$ cat config.mk
export PLATFORM = sky130hd
export DESIGN_NAME = sched_in_pkt_fifo
export DESIGN_NICKNAME = d
export VERILOG_FILES = /design/src/rtl/sched_in_pkt_fifo.sv
export SDC_FILE = /design/constraint.sdc
export NUM_CORES = 2
export LEC_CHECK = 0
export BUFFER_PORTS_ARGS = -buffer_cell sky130_fd_sc_hd__clkbuf_2
export CORE_MARGIN = 4
export CORE_UTILIZATION = 50
export CTS_CLUSTER_SIZE = 28
export DETAILED_ROUTE_END_ITERATION = 10
export GPL_TIMING_DRIVEN = 1
export PLACE_DENSITY = 0.65
export SYNTH_ARGS = -nofsm -noshare
export SYNTH_HDL_FRONTEND = slang
export SYNTH_MEMORY_MAX_BITS = 65536
export SYNTH_SLANG_ARGS = --single-unit
$ cat constraint.sdc
create_clock -name clk -period 6.2 [get_ports clk]
set_input_delay 0.62 -clock clk [delete_from_list [all_inputs] [get_ports clk]]
set_output_delay 0.62 -clock clk [all_outputs]
set_load 0.02 [all_outputs]
$ cat src/rtl/sched_in_pkt_fifo.sv
// Store-and-forward packet FIFO feeding the task scheduler core; packets become visible only once complete.
// Optional build macro SCHED_IN_PKT_FIFO_TID_CHECK_EN: drop any packet whose tid changes mid-packet.
module sched_in_pkt_fifo #(
    parameter int ID_WIDTH  = 4,
    parameter int DEPTH     = 64,
    parameter int CNT_WIDTH = $clog2(DEPTH) + 1
) (
    input  logic                 clk,
    input  logic                 rstn,
    input  logic                 S_AXIS_tvalid,
    output logic                 S_AXIS_tready,
    input  logic [63:0]          S_AXIS_tdata,
    input  logic [ID_WIDTH-1:0]  S_AXIS_tid,
    input  logic                 S_AXIS_tlast,
    output logic                 M_AXIS_tvalid,
    input  logic                 M_AXIS_tready,
    output logic [63:0]          M_AXIS_tdata,
    output logic [ID_WIDTH-1:0]  M_AXIS_tid,
    output logic                 M_AXIS_tlast,
    output logic                 drop_pulse,
    output logic [CNT_WIDTH-1:0] pkt_count
);
    localparam int AW = $clog2(DEPTH);
    localparam int WW = 64 + ID_WIDTH + 1;
    localparam logic [CNT_WIDTH-1:0] DEPTH_C = CNT_WIDTH'(DEPTH);

    typedef enum logic {ACCEPT, DROP} wr_state_t;
    wr_state_t state;

    logic [WW-1:0]        mem [DEPTH];
    logic [CNT_WIDTH-1:0] wr_ptr, commit_ptr, rd_ptr, fetch_ptr;
    logic [CNT_WIDTH-1:0] occupancy, wr_ptr_inc, pkt_len;
    logic                 ready_en;
    logic                 in_hs, wr_en, oversize, tid_bad, drop_now, pkt_commit;

    // rd_ptr retires words only on the output handshake, so words held in
    // the output pipeline still count against capacity.
    assign occupancy     = wr_ptr - rd_ptr;
    assign wr_ptr_inc    = wr_ptr + 1'b1;
    assign pkt_len       = wr_ptr_inc - commit_ptr;
    assign S_AXIS_tready = ready_en && (state == DROP || occupancy < DEPTH_C);
    assign in_hs         = S_AXIS_tvalid && S_AXIS_tready;
    assign wr_en         = in_hs && state == ACCEPT;
    assign oversize      = !S_AXIS_tlast && pkt_len == DEPTH_C;

`ifdef SCHED_IN_PKT_FIFO_TID_CHECK_EN
    logic [ID_WIDTH-1:0] first_tid;

    // wr_ptr == commit_ptr in ACCEPT means this word opens a new packet.
    always_ff @(posedge clk) begin
        if (wr_en && wr_ptr == commit_ptr) first_tid <= S_AXIS_tid;
    end

    assign tid_bad = wr_ptr != commit_ptr && S_AXIS_tid != first_tid;
`else
    assign tid_bad = 1'b0;
`endif

    assign drop_now   = wr_en && (oversize || tid_bad);
    assign pkt_commit = wr_en && S_AXIS_tlast && !tid_bad;

    always_ff @(posedge clk or negedge rstn) begin
        if (!rstn) begin
            state      <= ACCEPT;
            wr_ptr     <= '0;
            commit_ptr <= '0;
            drop_pulse <= 1'b0;
            ready_en   <= 1'b0;
        end else begin
            ready_en   <= 1'b1;
            drop_pulse <= drop_now;
            case (state)
                ACCEPT: begin
                    if (wr_en) begin
                        if (drop_now) begin
                            wr_ptr <= commit_ptr;
                            if (!S_AXIS_tlast) state <= DROP;
                        end else begin
                            wr_ptr <= wr_ptr_inc;
                            if (S_AXIS_tlast) commit_ptr <= wr_ptr_inc;
                        end
                    end
                end
                DROP: begin
                    if (in_hs && S_AXIS_tlast) state <= ACCEPT;
                end
                default: state <= ACCEPT;
            endcase
        end
    end

    always_ff @(posedge clk) begin
        if (wr_en) mem[wr_ptr[AW-1:0]] <= {S_AXIS_tlast, S_AXIS_tid, S_AXIS_tdata};
    end

    // p0: prefetch register loaded from RAM; p1: output register.
    logic [WW-1:0] word_p0, word_p1;
    logic          vld_p0, vld_p1;
    logic          fetch, load_p1, out_hs;

    assign out_hs  = vld_p1 && M_AXIS_tready;
    assign load_p1 = vld_p0 && (!vld_p1 || M_AXIS_tready);
    assign fetch   = fetch_ptr != commit_ptr && (!vld_p0 || load_p1);

    always_ff @(posedge clk or negedge rstn) begin
        if (!rstn) begin
            fetch_ptr <= '0;
            rd_ptr    <= '0;
            vld_p0    <= 1'b0;
            vld_p1    <= 1'b0;
            pkt_count <= '0;
        end else begin
            if (fetch) fetch_ptr <= fetch_ptr + 1'b1;
            if (out_hs) rd_ptr <= rd_ptr + 1'b1;

            if (fetch) vld_p0 <= 1'b1;
            else if (load_p1) vld_p0 <= 1'b0;

            if (load_p1) vld_p1 <= 1'b1;
            else if (out_hs) vld_p1 <= 1'b0;

            case ({pkt_commit, out_hs && M_AXIS_tlast})
                2'b10:   pkt_count <= pkt_count + 1'b1;
                2'b01:   pkt_count <= pkt_count - 1'b1;
                default: pkt_count <= pkt_count;
            endcase
        end
    end

    always_ff @(posedge clk) begin
        if (fetch) word_p0 <= mem[fetch_ptr[AW-1:0]];
        if (load_p1) word_p1 <= word_p0;
    end

    assign M_AXIS_tvalid = vld_p1;
    assign {M_AXIS_tlast, M_AXIS_tid, M_AXIS_tdata} = word_p1;

endmodule

==> reports/qor.txt <==
Commonest non-fill, non-tap cell in the layout: edfxtp_1
Maxcap violations: 0
Final clock skew: 0.0458 ns
Final setup viols: 0
Net count, final: 7,525
Fin. max-slew vios: 0
Type of the most critical hold path: in -> reg
CTS Root Cell: clkbuf_16
Crit end category: register
Ports: 152
Worst-Margin Slew: 1.34 ns
Residual DRC count: 0
Number of placed cells counting well taps: 11,565
Final non-filler cell total: 12,388
Clock Tree Buf Depth: 4
Final HPWL DP: 260,000 um
DRT antenna net count: 0
Top FF cell, synth: edfxtp_1
Core area: 346,000 um2
Slew Limit Headroom: 10.7%
CP Launch Type: register
Number of gates resized after CTS: 0
First-pass DRT Iterations: 6
Status: complete, no violations
Fmax achieved: 213 MHz
Asr flop ratio synth: 0.871%
Worst Path Max Fanout: 26
Pwr Density: 436 nW/um2
Num CTS Buffers: 443
Die extent in y: 597 um
Crit path time final: 4.71 ns
Die area: 357,000 um2
Vias: 80,825
Worst VDD drop: 0.000304 V
CTS tree: done
Largest net degree at the start of global routing: 90
Syn Area/Cell: 25.4 um2
Total grt overflow: 0
CTS sink cnt: 4,594
Leading cell types in the layout, fill and taps excluded: edfxtp_1 (4,554), mux4_2 (1,380), clkbuf_16 (450)
Layout cell share with drive strength beyond 1: 33.2%
H-tree depth: 5
Clk slew on worst S/H paths: 0.06 ns
GPL Wtd Cong: 0.808
Vias in the first global route: 80,106
Fin. Hold Viols: 0
Number of cell rows: 216
Static leakage: 61.3 nW
Util after Layout: 57.0%
Number of flops mapped to enable cells by yosys: 4,554
Via/cell ratio: 6.52
Setup TNS: 0 ns
Synth Instances: 6,831
Layout Area Growth over Synthesis: 13.5%
Seq/Total Area, Yosys: 79.3%
Chip Width: 597 um
Worst path required time: 6.82 ns
# port buffers: 151
YS warnings: 0
#FFs+latches synth: 4,594
Final Cycle Share: 75.9%
Cell variety after synth: 51
RSZ-0062 raised after global routing: false
Crit path DAT: 5.33 ns
Post-Syn Nets: 6,921
Drt first-iter violations: 12,363
Total track usage: 25.6%
First-pass GRT wire length: 642,000 um
Starting density of the core: 50.2%
Total power draw: 85.9 mW
Post-CTS Setup Bufs: 0
Critical path type: reg -> reg
Syn Std Cell Area: 174,000 um2
Final wirelength: 456,000 um
Clock Latency Late Sink: 0.98 ns
Initial antenna violation count: 29
DR WL/cell: 36.8 um
-- repair_timing --
item	4_1_cts	5_1_grt
hold buffers	3	0
hold endpoints to repair	43	0
endpoints found under the setup margin	0	0
-- worst max-delay path, cell delays in order (launching register included) --
cell	delay, ns
dfrtp_1	0.63
ha_1	0.34
a21oi_1	0.19
o221ai_2	0.15
xnor2_1	0.18
or2_1	0.38
or4b_1	0.91
nor2_4	1.03
buf_4	0.52
-- flip-flops by register name, indices dropped and copies added (netlist names) --
signal	cells
M_AXIS_tvalid	1
rd_ptr	7
fetch_ptr	7
wr_ptr	7
mem	4416
word_p0	69
pkt_count	7
ready_en	1
state	1
drop_pulse	1
vld_p0	1
commit_ptr	7
word_p1	69
-- cell type report --
cell class	count	area, um2
diodes	7	17.5
repair buffers	516	4550
well taps	4578	5730
multi-input cells	1862	34800
fillers	24298	149000
clock buffers	545	11600
flip-flops and latches	4594	138000
inverters	18	67.6
clock inverters	268	2490
-- cells by family (layout without fill, tap and decap cells) --
kind of cell               after synthesis  in the layout  share of synthesized area [%]
and+or+nand+nor                        216            216                          0.551
AOI/OAI and AO/OA                      159            159                          0.668
other                                    1              8                        0.00216
adders and majority gates               17             17                          0.122
xor gates and xnor gates                39             39                          0.205
muxes                                 1430           1430                           18.2
DFF                                   4594           4594                           79.3
buffers and inverters                  375           1347                          0.934
-- per-layer routing --
metal / wire [um] / GRT usage (%) / up-vias
li1: - / - / 31066
met1: 180000 / 38.8 / 44263
met2: 215000 / 39.1 / 4852
met3: 49900 / 5.33 / 638
met4: 11000 / 5.78 / 6
met5: 40 / 0 / -
-- synth_stat cells (all sizes together) (3+ instances only) --
master      n  share of area, %
buf       175              0.50
o21ai       5             0.014
nor2       85              0.19
or3         3             0.011
mux4     1380                18
nand2b      3             0.011
clkbuf    182              0.39
a21oi      20             0.060
nand4       7             0.025
edfxtp   4554                79
and2        3             0.011
ha         17              0.12
nand3      10             0.029
nand2      77              0.17
a22oi     112              0.48
inv        18             0.039
mux2        4             0.026
dfrtp      40              0.58
nor2b       7             0.025
a2bb2oi     6             0.030
mux2i      46              0.27
xnor2      23              0.12
and3        8             0.029
nand3b      5             0.022
xor2       15             0.076
-- path summary, 6_finish.rpt --
kind | from | end | slack (ns) | cells past startpoint
setup / recovery | wr_ptr[3] | mem[36][40] | 1.49 | 8
hold / removal | S_AXIS_tdata[25] | mem[27][25] | 0.28 | 2
setup reg to reg | wr_ptr[3] | mem[36][40] | 1.49 | 8
hold reg to reg | word_p0[13] | word_p1[13] | 0.42 | 0
max in group asynchronous | rstn | fetch_ptr[2] | 4.89 | 2
min in group asynchronous | rstn | pkt_count[0] | 0.43 | 2
-- report_power, final --
part | total, mW | internal [mW] | switching (mW)
Sequential | 36.1 | 35.1 | 0.929
Clock | 26.3 | 14.9 | 11.4
Combinational | 23.5 | 10.8 | 12.7
Total | 85.9 | 60.8 | 25.1
-- per-stage QoR --
stage,hold slack [ns],setup WS [ns],cell area (um2)
final,0.279,1.49,197000
after floorplan,0.324,0.642,174000
after detailed placement,0.405,1.58,183000
after global routing,0.288,1.34,197000
after global placement,0.406,1.58,183000
after CTS,0.248,1.56,197000
(Power assumes the default switching activity.)
